$ cat config.mk
export PLATFORM = sky130hd
export DESIGN_NAME = checker_mode_scan_flat
export DESIGN_NICKNAME = d
export VERILOG_FILES = /design/src/rtl/checker_mode_scan_pkg.sv /design/src/rtl/checker_mode_scan_if.sv /design/src/rtl/checker_scan_timer.sv /design/src/rtl/checker_mode_scan.sv /design/src/flat_wrapper.sv
export SDC_FILE = /design/constraint.sdc
export NUM_CORES = 1
export LEC_CHECK = 0
export ABC_AREA = 1
export BUFFER_PORTS_ARGS = -buffer_cell sky130_fd_sc_hd__buf_2
export CAP_MARGIN = 20
export CORE_ASPECT_RATIO = 1.5
export CORE_MARGIN = 5
export CORE_UTILIZATION = 40
export DETAILED_ROUTE_END_ITERATION = 6
export PLACE_DENSITY = 0.62
export SYNTH_ARGS = -nofsm -noshare
export SYNTH_HDL_FRONTEND = slang
export SYNTH_SLANG_ARGS = --single-unit
$ cat constraint.sdc
create_clock -name sys_clk -period 4.1 [get_ports sys_clk]
set_input_delay 0.82 -clock sys_clk [delete_from_list [all_inputs] [get_ports sys_clk]]
set_output_delay 0.82 -clock sys_clk [all_outputs]
set_load 0.02 [all_outputs]
$ cat src/rtl/checker_mode_scan_pkg.sv
// Shared encodings and address helpers for the checker single-page scan.
// States mirror the CHECKER_SCAN_ST_* encodings used by the checker top.
package checker_mode_scan_pkg;

   typedef enum logic [2:0] {
      CHECKER_SCAN_ST_IDLE     = 3'd0,
      CHECKER_SCAN_ST_REQ      = 3'd1,
      CHECKER_SCAN_ST_IRQ      = 3'd2,
      CHECKER_SCAN_ST_WAIT_ACK = 3'd3,
      CHECKER_SCAN_ST_DRAIN    = 3'd4
   } scan_state_t;

   localparam logic [1:0] CHECKER_MODE_SINGLE = 2'd1;

   function automatic logic [63:0] page_align(
      input logic [63:0] addr,
      input int          page_bits
   );
      logic [63:0] mask;
      mask = {64{1'b1}} << page_bits;
      return addr & mask;
   endfunction

   function automatic logic [63:0] qword_addr(
      input logic [63:0] base,
      input logic [63:0] idx
   );
      return base + (idx << 3);
   endfunction

endpackage

$ cat src/rtl/checker_mode_scan_if.sv
// Control-side and read-port signals of the checker page scan.
// master: the scan engine; slave: control logic plus memory port.
interface checker_mode_scan_if;

   logic        mode_start;
   logic [63:0] mode_addr;
   logic        mode_end;
   logic [63:0] mode_data;
   logic        mode_irq;
   logic        mode_ack;
   logic        mode_error;

   logic        rd_req;
   logic [63:0] rd_addr;
   logic        rd_ack;
   logic [63:0] rd_data;
   logic        rd_err;

   modport master (
      input  mode_start, mode_addr, mode_ack,
      input  rd_ack, rd_data, rd_err,
      output mode_end, mode_data, mode_irq, mode_error,
      output rd_req, rd_addr
   );

   modport slave (
      output mode_start, mode_addr, mode_ack,
      output rd_ack, rd_data, rd_err,
      input  mode_end, mode_data, mode_irq, mode_error,
      input  rd_req, rd_addr
   );

endinterface

$ cat src/rtl/checker_scan_timer.sv
// Read-timeout counter: cleared while idle, expires after limit enabled
// cycles. Only instantiated when CHECKER_SCAN_TIMEOUT_EN is defined.
module checker_scan_timer #(
   parameter int unsigned LIMIT_W = 32
) (
   input  logic               clk,
   input  logic               rst,
   input  logic               clear,
   input  logic               enable,
   input  logic [LIMIT_W-1:0] limit,
   output logic               expired
);

   logic [LIMIT_W-1:0] cnt;

   // Counts cycles already spent waiting, so the limit-th cycle expires.
   assign expired = enable && (cnt == limit - LIMIT_W'(1));

   always_ff @(posedge clk) begin
      if (rst || clear) begin
         cnt <= '0;
      end else if (enable && !expired) begin
         cnt <= cnt + LIMIT_W'(1);
      end
   end

endmodule

$ cat src/rtl/checker_mode_scan.sv
// Single-page scan responder: reads a page qword by qword, irq/ack per qword.
// Optional read timeout enabled by defining CHECKER_SCAN_TIMEOUT_EN.
module checker_mode_scan
   import checker_mode_scan_pkg::*;
#(
   parameter int unsigned PAGE_QWORDS    = 512,
   parameter int unsigned TIMEOUT_CYCLES = 65535
) (
   input logic                 sys_clk,
   input logic                 sys_rst,
   checker_mode_scan_if.master bus
);

   localparam int PAGE_BITS = $clog2(PAGE_QWORDS * 8);
   localparam int IDX_W     = $clog2(PAGE_QWORDS) + 1;
   localparam logic [IDX_W-1:0] IDX_LAST = IDX_W'(PAGE_QWORDS - 1);

   scan_state_t      state, state_n;
   logic             start_q, start_edge;
   logic [IDX_W-1:0] idx, idx_n;
   logic [63:0]      base, base_n;
   logic [63:0]      addr_n, data_n;
   logic             req_n, irq_n, end_n, err_n;
   logic             timeout;

   assign start_edge = bus.mode_start & ~start_q;

`ifdef CHECKER_SCAN_TIMEOUT_EN
   logic tmo_en;

   assign tmo_en = (state == CHECKER_SCAN_ST_REQ) ||
                   (state == CHECKER_SCAN_ST_DRAIN);

   checker_scan_timer #(
      .LIMIT_W (32)
   ) u_timer (
      .clk     (sys_clk),
      .rst     (sys_rst),
      .clear   (!tmo_en),
      .enable  (tmo_en),
      .limit   (32'(TIMEOUT_CYCLES)),
      .expired (timeout)
   );
`else
   assign timeout = 1'b0;
`endif

   always_comb begin
      state_n = state;
      idx_n   = idx;
      base_n  = base;
      addr_n  = bus.rd_addr;
      data_n  = bus.mode_data;
      req_n   = bus.rd_req;
      irq_n   = 1'b0;
      end_n   = 1'b0;
      err_n   = 1'b0;
      unique case (state)
         CHECKER_SCAN_ST_IDLE: begin
            if (start_edge) begin
               base_n  = page_align(bus.mode_addr, PAGE_BITS);
               idx_n   = '0;
               addr_n  = base_n;
               req_n   = 1'b1;
               state_n = CHECKER_SCAN_ST_REQ;
            end
         end
         CHECKER_SCAN_ST_REQ: begin
            if (bus.rd_err) begin
               req_n   = 1'b0;
               err_n   = 1'b1;
               state_n = CHECKER_SCAN_ST_IDLE;
            end else if (bus.rd_ack) begin
               data_n  = bus.rd_data;
               req_n   = 1'b0;
               irq_n   = 1'b1;
               state_n = CHECKER_SCAN_ST_IRQ;
            end else if (timeout) begin
               req_n   = 1'b0;
               err_n   = 1'b1;
               state_n = CHECKER_SCAN_ST_IDLE;
            end else if (!bus.mode_start) begin
               state_n = CHECKER_SCAN_ST_DRAIN;
            end
         end
         CHECKER_SCAN_ST_IRQ: begin
            state_n = CHECKER_SCAN_ST_WAIT_ACK;
         end
         CHECKER_SCAN_ST_WAIT_ACK: begin
            if (!bus.mode_start) begin
               state_n = CHECKER_SCAN_ST_IDLE;
            end else if (bus.mode_ack) begin
               if (idx == IDX_LAST) begin
                  end_n   = 1'b1;
                  state_n = CHECKER_SCAN_ST_IDLE;
               end else begin
                  idx_n   = idx + IDX_W'(1);
                  addr_n  = qword_addr(base, 64'(idx_n));
                  req_n   = 1'b1;
                  state_n = CHECKER_SCAN_ST_REQ;
               end
            end
         end
         CHECKER_SCAN_ST_DRAIN: begin
            // Aborted run: retire the outstanding read silently.
            if (bus.rd_ack || bus.rd_err || timeout) begin
               req_n   = 1'b0;
               state_n = CHECKER_SCAN_ST_IDLE;
            end
         end
         default: begin
            req_n   = 1'b0;
            state_n = CHECKER_SCAN_ST_IDLE;
         end
      endcase
   end

   always_ff @(posedge sys_clk) begin
      if (sys_rst) begin
         state          <= CHECKER_SCAN_ST_IDLE;
         start_q        <= 1'b0;
         idx            <= '0;
         base           <= '0;
         bus.rd_req     <= 1'b0;
         bus.rd_addr    <= '0;
         bus.mode_data  <= '0;
         bus.mode_irq   <= 1'b0;
         bus.mode_end   <= 1'b0;
         bus.mode_error <= 1'b0;
      end else begin
         state          <= state_n;
         start_q        <= bus.mode_start;
         idx            <= idx_n;
         base           <= base_n;
         bus.rd_req     <= req_n;
         bus.rd_addr    <= addr_n;
         bus.mode_data  <= data_n;
         bus.mode_irq   <= irq_n;
         bus.mode_end   <= end_n;
         bus.mode_error <= err_n;
      end
   end

endmodule

$ cat src/flat_wrapper.sv
// flat-port wrapper written by rule: the top's interface ports become plain ports
module checker_mode_scan_flat import checker_mode_scan_pkg::*;
#(
   parameter int unsigned PAGE_QWORDS    = 512,
   parameter int unsigned TIMEOUT_CYCLES = 65535
)
  (sys_clk, sys_rst, bus_mode_start, bus_mode_addr, bus_mode_ack, bus_rd_ack, bus_rd_data, bus_rd_err, bus_mode_end, bus_mode_data, bus_mode_irq, bus_mode_error, bus_rd_req, bus_rd_addr);
  checker_mode_scan_if bus_i ();
  input logic sys_clk;
  input logic sys_rst;
  input wire logic [$bits(bus_i.mode_start)-1:0] bus_mode_start;
  input wire logic [$bits(bus_i.mode_addr)-1:0] bus_mode_addr;
  input wire logic [$bits(bus_i.mode_ack)-1:0] bus_mode_ack;
  input wire logic [$bits(bus_i.rd_ack)-1:0] bus_rd_ack;
  input wire logic [$bits(bus_i.rd_data)-1:0] bus_rd_data;
  input wire logic [$bits(bus_i.rd_err)-1:0] bus_rd_err;
  output wire logic [$bits(bus_i.mode_end)-1:0] bus_mode_end;
  output wire logic [$bits(bus_i.mode_data)-1:0] bus_mode_data;
  output wire logic [$bits(bus_i.mode_irq)-1:0] bus_mode_irq;
  output wire logic [$bits(bus_i.mode_error)-1:0] bus_mode_error;
  output wire logic [$bits(bus_i.rd_req)-1:0] bus_rd_req;
  output wire logic [$bits(bus_i.rd_addr)-1:0] bus_rd_addr;
  assign bus_i.mode_start = bus_mode_start;
  assign bus_i.mode_addr = bus_mode_addr;
  assign bus_i.mode_ack = bus_mode_ack;
  assign bus_i.rd_ack = bus_rd_ack;
  assign bus_i.rd_data = bus_rd_data;
  assign bus_i.rd_err = bus_rd_err;
  assign bus_mode_end = bus_i.mode_end;
  assign bus_mode_data = bus_i.mode_data;
  assign bus_mode_irq = bus_i.mode_irq;
  assign bus_mode_error = bus_i.mode_error;
  assign bus_rd_req = bus_i.rd_req;
  assign bus_rd_addr = bus_i.rd_addr;
  checker_mode_scan #(.PAGE_QWORDS(PAGE_QWORDS), .TIMEOUT_CYCLES(TIMEOUT_CYCLES)) u_core (.sys_clk(sys_clk), .sys_rst(sys_rst), .bus(bus_i));
endmodule
* After elaboration in Yosys (flattened, before gate mapping) *
Cells that the tools add are included.

cells by class
  eq/ne operators = 13
  reductions and logical operators = 11
  bitwise logic cells = 8
  $add $sub $neg = 2
  muxes and demuxes = 30

operators by type and width
  kind                     count
  $mux W64                 4
  $pmux W64 S2             1
  $add A64 B13 Y64         1
  $mux W10                 4
  $mux W3                  7
  $pmux W10 S2             1
  $pmux W3 S5              1
  $mux W1                  11
  $add A10 B1 Y10 const B  1
  $eq A10 B9 Y1 const B    1
  $not A1 Y1               7
  $reduce_and A7 Y1        1
  $eq A3 B2 Y1 const B     2
  $ne A2 B2 Y1 const B     3
  $ne A3 B3 Y1 const B     2
  $pmux W1 S5              1
  $reduce_and A5 Y1        1
  $ne A2 B1 Y1 const B     2
  $ne A4 B4 Y1 const B     1
  $reduce_and A4 Y1        1
  $reduce_or A4 Y1         1
  $eq A3 B1 Y1 const B     1
  $eq A3 B3 Y1 const B     1
  $logic_not A3 Y1         1
  other kinds (7)          7

storage, ports and cells
  register bits after elaboration = 198
  word-level logic and storage cells = 74
  output and inout port bits = 132

* Longest topological paths before layout *
Gate-level depths: netlist of the first run.

  word-level depth = 6
  gate-level depth with buffers = 17

* Worst setup path before layout of the first run *
No wires, ideal clock.

  path kind = reg-to-reg
  start = register u_core.idx[7]
  end = register u_core.bus.rd_addr[44]
  data required time = 3,987 ps
  path buffers = 0
  cell stages (with the launch flop) = 17
  slack = 1,824 ps
  arrival = 2,162 ps
  path through = dfxtp_1 > inv_1 > nor3_1 > nand3_1 > xor2_1 > inv_1 > ha_1 > ha_1 > nand2_2 > nor2_4 > nand2_1 > nor2_2 > nand2_1 > a21oi_1 > o21ai_0 > nand3_1 > nand2_1

on the way
  cells in the longest elaborated chain, start to end = 6
  elaborated cells between the ends (all ways) = 9

ends and longest elaborated chain
  element                 line                         RTL
  start, declared         checker_mode_scan.sv:20      logic [IDX_W-1:0] idx, idx_n;
  start signal, assigned  checker_mode_scan.sv:133     idx <= idx_n;
  $add A10 B1 Y10         checker_mode_scan.sv:97      idx_n = idx + IDX_W'(1);
  $add A64 B13 Y64        checker_mode_scan_pkg.sv:28  return base + (idx << 3);
  $mux W64                checker_mode_scan.sv:93      if (idx == IDX_LAST) begin
  $mux W64                checker_mode_scan.sv:92      end else if (bus.mode_ack) begin
  $mux W64                checker_mode_scan.sv:90      if (!bus.mode_start) begin
  $pmux W64 S2            checker_mode_scan.sv:58      unique case (state)
  end signal, assigned    checker_mode_scan.sv:136     bus.rd_addr <= addr_n;
  end, declared           checker_mode_scan_if.sv:23   output rd_req, rd_addr

Several ways; a longest one is shown, not always the timed one. The select of a mux whose other input is x is not followed.
A chain may end at the register's enable or synchronous reset.

* Final worst setup path of the first run *
Ends and elaborated chain as after synthesis.

==> flow_metrics.py, run 1 <==
metrics = {
    "worst_setup_path": {
        "startpoint": "u_core.idx[7]",
        "r2r-start": "u_core.idx[7]",
        "end_kind": "flop",
        "crit_cells": 16,
        "cp_common_cell": "nand2_1",
        "cp_data_required_time_ps": 4430,
        "crit_path_top_delay_cell": "dfxtp_1",
        "path_delay_family": "simple AND/OR/NAND/NOR gates",
        "cp_cell_sequence": "inv_1, nor3_1, nand3_1, xor2_1, inv_1, ha_1, ha_1, nand2_2, nor2_4, nand2_1, nor2_2, nand2_1, a21oi_1, o21ai_0, nand3_1, nand2_1",
        "reg2regPathDepth": 16,
        "worst_path_largest_cell_delay_ps": 360,
        "path_class": "reg2reg",
        "critPathMaxFanout": 6,
        "worstPathArrival_ps": 3310,
        "startpoint_type": "flop",
        "path_buf_inv": 2,
    },
    "cells_and_area": {
        "seq_area_sq_mm": 0.00372,
        "layout_commonest_cell": "nand2_1",
        "instances_no_fill": 1899,
        "diodes": 0,
        "multi_input_comb_area_sq_mm": 0.00445,
        "syn2layout_area_growth_pct": 20.8,
        "nFillCells": 2393,
        "fin_nets": 1747,
        "layout-drive-gt1-share_pct": 19.7,
        "final_cell_mix": "345 x nand2_1, 268 x nor2_1, 250 x buf_2",
        "fin_util_pct": 49.0,
    },
    "logic_synthesis": {
        "synth_fa_ha_area_share_pct": 0.413,
        "synth-compound-area-share_pct": 14.1,
        "synth_cell_types": 37,
        "ys_ff_latch": 186,
        "post_synth_mux_area_share_pct": 0,
        "synth_warnings": 0,
        "synth-seq-area-share_pct": 41.0,
        "syn_inst": 1407,
        "synth-xor-area-share_pct": 0.289,
        "synth_area_sq_mm": 0.00908,
        "synth_top_family_by_area": "simple AND/OR/NAND/NOR gates",
        "avgSynthCellArea_sq_um": 6.45,
        "yosys.area_share.simple_pct": 33.9,
    },
    "sta": {
        "grt_setup_unrepaired": "no",
        "whs_ps": 441,
        "worstMarginPinSlew_ps": 965,
        "slew_viol_final": 0,
        "fmax_ghz": 0.335,
        "hold_viol_final": 0,
        "fin_ws_ps": 1120,
        "finClkSkew_ps": 14.0,
        "slew_headroom_pct": 35.6,
        "finalSetupViolations": 0,
        "totalNegativeSetupSlack_ps": 0,
        "fin_crit_ps": 2980,
        "period_share_pct": 72.8,
    },
    "routing": {
        "avgRoutedWirePerCell_microns": 14.7,
        "drc": 0,
        "first_iter_violations": 446,
        "wirelength_microns": 28000,
        "num_vias": 9467,
        "routed_via_density": 4.99,
        "firstDrtPassIters": 5,
        "drtAntennaViolNets": 0,
    },
    "pwr": {
        "ir_drop_v": 0.000269,
        "p_clk_share_pct": 37.2,
        "swShare_pct": 30.5,
        "power.share.combinational_pct": 17.3,
        "switchingPower_uw": 1420,
        "intPower_uw": 3230,
        "p_seq_share_pct": 45.5,
        "power_density_mw_per_mm2": 423,
        "p_leak_uw": 0.00542,
    },
    "global_route": {
        "grt_max_degree": 92,
        "grt_pass1_wl_microns": 45000,
        "grt_pass1_vias": 9218,
        "gr-total-overflow": 0,
        "grt.total_usage_pct": 21.3,
        "antenna_found_initial": 4,
    },
    "clocking": {
        "clkTransAtPathRegs_ps": 70,
        "cts_buffers": 17,
        "clock_sinks": 186,
        "cts_root_buf": "clkbuf_16",
        "cts_hold_buffers": 0,
        "clock_latency_ps": 440,
        "ctsHtreeMaxLevel": 4,
        "cts_setup_buffers": 0,
        "cts_tree": "done",
        "cts_resized": 0,
        "ctsLongestPathBuffers": 2,
    },
    "min_path": {
        "hp-class": "reg2reg",
        "holdPathStages": 2,
        "hold_start": "u_core.bus.rd_addr[21]",
    },
    "placement": {
        "portBuffers": 250,
        "dp_slack_ps": 1200,
        "gp_congestion": 0.915,
        "dp_hpwl_microns": 20500,
        "place_inst": 1867,
    },
    "outcome": {
        "status": "complete, no violations",
    },
    "die": {
        "die_w_microns": 133,
        "die_area_sq_mm": 0.0259,
        "initial_core_util_pct": 40.6,
        "io_pins": 266,
        "dieHeight_microns": 195,
        "rows": 67,
        "core-area_sq_mm": 0.0224,
    },
    "flow_run": {
        "drv_cap": 0,
    },
}
==> cells by family after synthesis <==
logic type | count (synthesis)
simple gates | 748
flops | 186
fa+ha+maj | 3
xor+xnor | 3
other cells | 1
buf+inv | 217
compound gates | 249
==> synth_stat cells (all sizes together) <==
cell | count | area share, %
nand2 | 351 | 15
nor2 | 276 | 12
dfxtp | 186 | 41
o21ai | 150 | 8.3
inv | 143 | 5.9
nand3 | 83 | 4.6
a21oi | 82 | 4.5
buf | 48 | 3.2
clkbuf | 26 | 1.1
nand4 | 19 | 1.3
nor3 | 11 | 0.72
o21bai | 7 | 0.58
o22ai | 5 | 0.34
or2 | 5 | 0.34
ha | 3 | 0.41
xor2 | 3 | 0.29
and2 | 2 | 0.14
a21o | 1 | 0.083
a31o | 1 | 0.096
a31oi | 1 | 0.069
conb | 1 | 0.041
nand3b | 1 | 0.083
o211ai | 1 | 0.083
o31ai | 1 | 0.083
==> path summary, 6_finish.rpt <==
path                       endpoint  slack [ps]
max          u_core.bus.rd_addr[44]        1120
min          u_core.bus.rd_addr[21]         440
max reg2reg  u_core.bus.rd_addr[44]        1120
min reg2reg  u_core.bus.rd_addr[21]         440
==> flip-flops by register name, indices dropped and copies added (netlist names) <==
register,cells
u_core.start_q,1
u_core.bus.mode_end,1
u_core.idx,10
u_core.bus.mode_data,64
u_core.base,52
u_core.bus.mode_irq,1
u_core.bus.rd_addr,52
u_core.bus.mode_error,1
u_core.bus.rd_req,1
u_core.state,3
==> per-layer routing <==
metal  global-route usage [%]  vias up  share of wire [%]
li1                         -     4837                  -
met1                     23.5     4266                 39
met2                     38.0      307                 50
met3                     6.78       51                8.1
met4                     7.86        6                2.7
met5                        0        -               0.15
==> metrics by stage <==
stage | power (uW) | instance area, sq um
2_1_floorplan | 2690 | 9090
3_3_place_gp | 2950 | 10400
3_5_place_dp | 2960 | 10400
4_1_cts | 4700 | 11000
5_1_grt | 4900 | 11000
6_report | 4640 | 11000
==> power by group through the flow <==
stage | clock network, uW | logic, uW | registers [uW]
after detailed placement | 0 | 814 | 2150
after floorplan | 0 | 430 | 2260
after CTS | 1770 | 817 | 2110
after global routing | 1850 | 909 | 2140
final | 1730 | 805 | 2110
after global placement | 0 | 807 | 2150
==> worst register-to-register path, stage by stage (launching register included) <==
cell and delay [ps]:
dfxtp_1 360, inv_1 80, nor3_1 270, nand3_1 130, xor2_1 150, inv_1 80
ha_1 180, ha_1 200, nand2_2 100, nor2_4 140, nand2_1 160, nor2_2 340
nand2_1 230, a21oi_1 160, o21ai_0 150, nand3_1 100, nand2_1 50
==> area by class of cell <==
class,count,share of cell area [%]
Multi-Input combinational cell,1006,40.6
Sequential cell,186,33.9
Timing Repair Buffer,256,11.8
Inverter,143,4.93
Clock buffer,19,4.04
Tap cell,276,3.15
Clock inverter,13,1.53
(Power assumes the default switching activity.)
==> run 2: changes to the inputs <==
==> constraint.sdc (replaced) <==
create_clock -name sys_clk -period 3 [get_ports sys_clk]
set_input_delay 0.6 -clock sys_clk [delete_from_list [all_inputs] [get_ports sys_clk]]
set_output_delay 0.6 -clock sys_clk [all_outputs]
set_load 0.02 [all_outputs]
==> flow_metrics.py, run 2 (same netlist as run 1, synthesis figures left out) <==
metrics = {
    "outcome": {
        "status": "complete, no violations",
    },
    "worst_setup_path": {
        "timing.rr.end": "u_core.bus.rd_addr[44]",
        "worstPathArrival_ps": 3040,
        "path_delay_family": "simple AND/OR/NAND/NOR gates",
        "path_class": "reg2reg",
        "reg2regPathDepth": 16,
        "critPathMaxFanout": 7,
        "r2r-start": "u_core.idx[2]",
        "cp_data_required_time_ps": 3330,
        "startpoint_type": "flop",
        "end_kind": "flop",
        "cp_common_cell": "nand2_1",
        "cp_cell_sequence": "nand2_1, nor3_1, nand3_1, xor2_1, inv_1, ha_1, ha_1, nand2_2, nor2_4, nand2_1, nor2_4, nand2_1, a21oi_1, o21ai_0, nand3_1, nand2_1",
        "worst_path_largest_cell_delay_ps": 430,
        "crit_path_top_delay_cell": "dfxtp_1",
        "rrSetupSlack_ps": 290,
        "path_buf_inv": 1,
    },
    "cells_and_area": {
        "layout-drive-gt1-share_pct": 20.0,
        "largest_reg_flops": 64,
        "fin_nets": 1752,
        "instances_no_fill": 1904,
        "final_cell_mix": "345 x nand2_1, 268 x nor2_1, 250 x buf_2",
        "nFillCells": 2390,
        "layout_commonest_cell": "nand2_1",
        "syn2layout_area_growth_pct": 21.7,
        "postLayoutCellArea_sq_mm": 0.0111,
        "top_regs": "u_core.bus.mode_data (64), u_core.base (52), u_core.bus.rd_addr (52)",
        "diodes": 0,
        "largest-register": "u_core.bus.mode_data",
    },
    "sta": {
        "fin_ws_ps": 286,
        "worstMarginPinSlew_ps": 977,
        "fmax_ghz": 0.368,
        "period_share_pct": 90.5,
        "slew_headroom_pct": 34.9,
        "totalNegativeSetupSlack_ps": 0,
        "hold_viol_final": 0,
        "grt_setup_unrepaired": "no",
        "finClkSkew_ps": 9.89,
        "slew_viol_final": 0,
        "finalSetupViolations": 0,
        "fin_crit_ps": 2710,
    },
    "die": {
        "dieHeight_microns": 195,
        "rows": 67,
        "io_pins": 266,
        "die_area_sq_mm": 0.0259,
        "die_w_microns": 133,
        "initial_core_util_pct": 40.6,
        "core-area_sq_mm": 0.0224,
    },
    "global_route": {
        "gr-total-overflow": 0,
        "antenna_found_initial": 3,
        "grt_max_degree": 93,
        "met1_usage_pct": 23.6,
        "use_met3_pct": 6.54,
        "grt.total_usage_pct": 21.4,
        "met2_usage_pct": 38.2,
        "grt_pass1_wl_microns": 45000,
        "grt_pass1_vias": 9103,
        "top_usage_layer": "met2",
    },
    "pwr": {
        "power_uw": 6310,
        "ir_drop_v": 0.000415,
        "p_leak_uw": 0.00547,
        "power_density_mw_per_mm2": 571,
    },
    "placement": {
        "dp_slack_ps": 247,
        "gp_congestion": 0.906,
        "dp_hpwl_microns": 20600,
        "place_inst": 1872,
        "portBuffers": 250,
        "placed_cell_area_sq_mm": 0.0104,
    },
    "clocking": {
        "cts_root_buf": "clkbuf_16",
        "cts_buffers": 17,
        "cts_tree": "done",
        "clkTransAtPathRegs_ps": 70,
        "ctsHtreeMaxLevel": 4,
        "clock_sinks": 186,
        "cts_hold_buffers": 0,
        "cts_setup_buffers": 0,
        "clock_latency_ps": 440,
        "ctsLongestPathBuffers": 2,
    },
    "routing": {
        "routed_via_density": 4.96,
        "firstDrtPassIters": 5,
        "num_vias": 9444,
        "drc": 0,
        "drtAntennaViolNets": 0,
        "first_iter_violations": 492,
        "wirelength_microns": 28100,
        "avgRoutedWirePerCell_microns": 14.8,
    },
    "min_path": {
        "hp-class": "in2reg",
        "hold_start": "bus_rd_data[54]",
        "holdPathStages": 3,
        "min_to": "u_core.bus.mode_data[54]",
    },
    "flow_run": {
        "drv_cap": 0,
    },
}
## run 2: cell count changes in the layout (fill, tap and decap cells not counted), sizes merged
cell      previous run  this run
clkinvlp             5         3
clkbuf              19        20
buf                256       261
bufinv               3         2
clkinv               4         5
inv                144       145
## run 2: routing by layer
metal / vias up / wire length [microns]
li1: 4853 / -
met1: 4238 / 11000
met2: 291 / 14100
met3: 56 / 2120
met4: 6 / 817
met5: - / 34
## run 2: repair_timing
item	CTS	global route
endpoints found under the hold margin	0	0
resized for setup	0	2
setup endpoints to repair	0	3
## run 2: layout make-up
| class | count | area, sq um | share of cell area (%) |
|---|---|---|---|
| multi-input combinational | 1006 | 4460 | 40.4 |
| sequential | 186 | 3720 | 33.7 |
| tap | 276 | 345 | 3.12 |
| clock buffer | 20 | 457 | 4.13 |
| clock inverter | 12 | 140 | 1.27 |
| inverter | 143 | 541 | 4.89 |
| timing repair buffer | 261 | 1380 | 12.5 |
## run 2: worst max-delay path by stage
| stage | cells past startpoint | slack [ps] | to | startpoint |
|---|---|---|---|---|
| after floorplan | 16 | 720 | u_core.bus.rd_addr[44] | u_core.idx[7] |
| after global placement | 16 | 300 | u_core.bus.rd_addr[44] | u_core.idx[7] |
| after detailed placement | 16 | 250 | u_core.bus.rd_addr[44] | u_core.idx[7] |
| after CTS | 16 | 240 | u_core.bus.rd_addr[44] | u_core.idx[7] |
| after global routing | 16 | 20 | u_core.bus.rd_addr[44] | u_core.idx[2] |
| final | 16 | 290 | u_core.bus.rd_addr[44] | u_core.idx[2] |
## run 2: stage by stage
| step | utilization [%] | hold WS, ps |
|---|---|---|
| 2_1_floorplan | - | 455 |
| 3_3_place_gp | 46.7 | 425 |
| 3_5_place_dp | 46.7 | 429 |
| 4_1_cts | 49.3 | 354 |
| 5_1_grt | 49.4 | 364 |
| 6_report | 49.4 | 376 |
## run 2: where the power goes
part | internal, uW | switching (uW)
clock | 1280 | 1020
sequential | 2710 | 183
combinational | 378 | 736
## run 2: worst register-to-register path: cells and delay by family, from the launching register on
family / cells / cell delay, ps
buf+inv: 1 / 70
simple gates: 10 / 1330
fa+ha+maj: 2 / 360
compound gates: 2 / 250
flops: 1 / 430
xor+xnor: 1 / 150
==> run 3: changes to the inputs <==
--- a/config.mk
+++ b/config.mk
@@ -8,11 +8,13 @@
 export ABC_AREA = 1
 export BUFFER_PORTS_ARGS = -buffer_cell sky130_fd_sc_hd__buf_2
 export CAP_MARGIN = 20
+export CELL_PAD_IN_SITES_DETAIL_PLACEMENT = 0
+export CELL_PAD_IN_SITES_GLOBAL_PLACEMENT = 2
 export CORE_ASPECT_RATIO = 1.5
 export CORE_MARGIN = 5
-export CORE_UTILIZATION = 40
+export CORE_UTILIZATION = 27
 export DETAILED_ROUTE_END_ITERATION = 6
-export PLACE_DENSITY = 0.62
+export PLACE_DENSITY = 0.78
 export SYNTH_ARGS = -nofsm -noshare
 export SYNTH_HDL_FRONTEND = slang
 export SYNTH_SLANG_ARGS = --single-unit
==> constraint.sdc (replaced) <==
create_clock -name sys_clk -period 2.86 [get_ports sys_clk]
set_input_delay 0.572 -clock sys_clk [delete_from_list [all_inputs] [get_ports sys_clk]]
set_output_delay 0.572 -clock sys_clk [all_outputs]
set_load 0.02 [all_outputs]
==> flow_metrics.py, run 3 (same netlist as run 1, synthesis figures left out) <==
metrics = {
    "pwr": {
        "p_leak_uw": 0.00553,
        "power_density_mw_per_mm2": 588,
        "ir_drop_v": 0.000393,
    },
    "placement": {
        "place_inst": 2027,
        "gp_congestion": 0.829,
        "dp_hpwl_microns": 23700,
        "portBuffers": 250,
    },
    "die": {
        "rows": 82,
        "initial_core_util_pct": 27.2,
        "die_area_sq_mm": 0.0375,
        "die_w_microns": 160,
        "dieHeight_microns": 235,
        "io_pins": 266,
        "core-area_sq_mm": 0.0333,
    },
    "sta": {
        "grt_setup_unrepaired": "no",
        "finClkSkew_ps": 10.5,
        "finalSetupViolations": 0,
        "slew_headroom_pct": 58.8,
        "fmax_ghz": 0.386,
        "totalNegativeSetupSlack_ps": 0,
        "hold_viol_final": 0,
        "period_share_pct": 90.6,
        "slew_viol_final": 0,
        "worstMarginPinSlew_ps": 618,
        "fin_crit_ps": 2590,
    },
    "clocking": {
        "cts_root_buf": "clkbuf_16",
        "ctsHtreeMaxLevel": 4,
        "ctsLongestPathBuffers": 2,
        "cts_buffers": 17,
        "clock_sinks": 186,
        "cts_hold_buffers": 0,
        "clkTransAtPathRegs_ps": 70,
        "clock_latency_ps": 460,
        "cts_tree": "done",
    },
    "cells_and_area": {
        "final_cell_mix": "344 x nand2_1, 268 x nor2_1, 250 x buf_2",
        "top_regs": "u_core.bus.mode_data (64), u_core.base (52), u_core.bus.rd_addr (52)",
        "fin_nets": 1764,
        "multi_input_comb_area_sq_mm": 0.00447,
        "seq_area_sq_mm": 0.00372,
        "syn2layout_area_growth_pct": 24.9,
        "largest_reg_flops": 64,
        "largest-register": "u_core.bus.mode_data",
        "nFillCells": 3733,
        "layout_commonest_cell": "nand2_1",
        "layout-drive-gt1-share_pct": 20.7,
        "instances_no_fill": 2061,
    },
    "routing": {
        "drc": 0,
        "wirelength_microns": 31600,
        "routed_via_density": 4.53,
        "drtAntennaViolNets": 0,
        "firstDrtPassIters": 4,
        "avgRoutedWirePerCell_microns": 15.4,
        "num_vias": 9335,
        "first_iter_violations": 337,
    },
    "global_route": {
        "grt_max_degree": 95,
        "antenna_found_initial": 4,
        "grt_pass1_wl_microns": 50500,
        "grt_pass1_vias": 9276,
        "gr-total-overflow": 0,
        "grt.total_usage_pct": 16.8,
    },
    "worst_setup_path": {
        "worstPathArrival_ps": 2940,
        "critPathMaxFanout": 5,
        "end_kind": "flop",
        "cp_data_required_time_ps": 3210,
        "path_class": "reg2reg",
        "startpoint_type": "flop",
        "rrSetupSlack_ps": 270,
    },
    "min_path": {
        "hp-class": "in2reg",
    },
    "outcome": {
        "status": "complete, no violations",
    },
    "flow_run": {
        "drv_cap": 0,
    },
}
==> run 3: routing by layer <==
metal | routed length [microns] | share of wire (%) | vias to the layer above | GRT usage (%)
li1 | - | - | 4878 | -
met1 | 12500 | 39 | 4164 | 18.6
met2 | 16100 | 51 | 257 | 30.4
met3 | 2410 | 7.6 | 34 | 5.08
met4 | 610 | 1.9 | 2 | 5.87
met5 | 13 | 0.041 | - | 0
==> run 3: critical path, stage by stage, from the launching register on <==
cell     delay [ps]
dfxtp_1         360
inv_1            80
nor3_2          210
nand3_1         120
xor2_1          150
inv_1            70
ha_2            190
ha_1            170
nand2_2          80
nor2_4          140
nand3_1         110
inv_1           200
nand2_1         150
a21oi_1         140
o21ai_0         140
nand3_1         120
nand2_1          50
==> run 3: timing repair <==
| action | CTS | global route |
|---|---|---|
| resized for setup | 0 | 4 |
| setup buffers | 0 | 1 |
| endpoints found under the setup margin | 0 | 20 |
==> run 3: path summary, 6_finish.rpt <==
kind                          start                       end  cells past startpoint
max                   u_core.idx[7]    u_core.bus.rd_addr[38]                     16
min                 bus_rd_data[49]  u_core.bus.mode_data[49]                      3
max reg2reg           u_core.idx[7]    u_core.bus.rd_addr[38]                     16
min reg2reg  u_core.bus.rd_addr[22]    u_core.bus.rd_addr[22]                      2
==> run 3: layout make-up <==
| type | instances | area share, % |
|---|---|---|
| multi-input combinational | 1006 | 39.4 |
| sequential | 186 | 32.8 |
| timing repair buffer | 273 | 13.2 |
| inverter | 143 | 4.77 |
| tap | 420 | 4.63 |
| clock buffer | 19 | 3.91 |
| clock inverter | 12 | 1.22 |
| antenna | 2 | 0.0441 |
==> run 3: through the flow <==
step | cell area (sq um) | total power, uW | worst slack [ps] | utilization [%] | hold slack [ps]
6_report | 11300 | 6660 | 270 | 34.0 | 333
3_3_place_gp | 10700 | 4300 | 85.4 | 32.2 | 429
5_1_grt | 11300 | 7050 | 2.90 | 34.0 | 322
4_1_cts | 11300 | 6800 | 36.6 | 33.9 | 303
3_5_place_dp | 10700 | 4310 | 63.3 | 32.2 | 432
2_1_floorplan | 9090 | 3850 | 584 | - | 455
==> run 3: power by group <==
part           switching (uW)  internal [uW]
sequential                185           2840
clock                    1120           1320
combinational             796            404
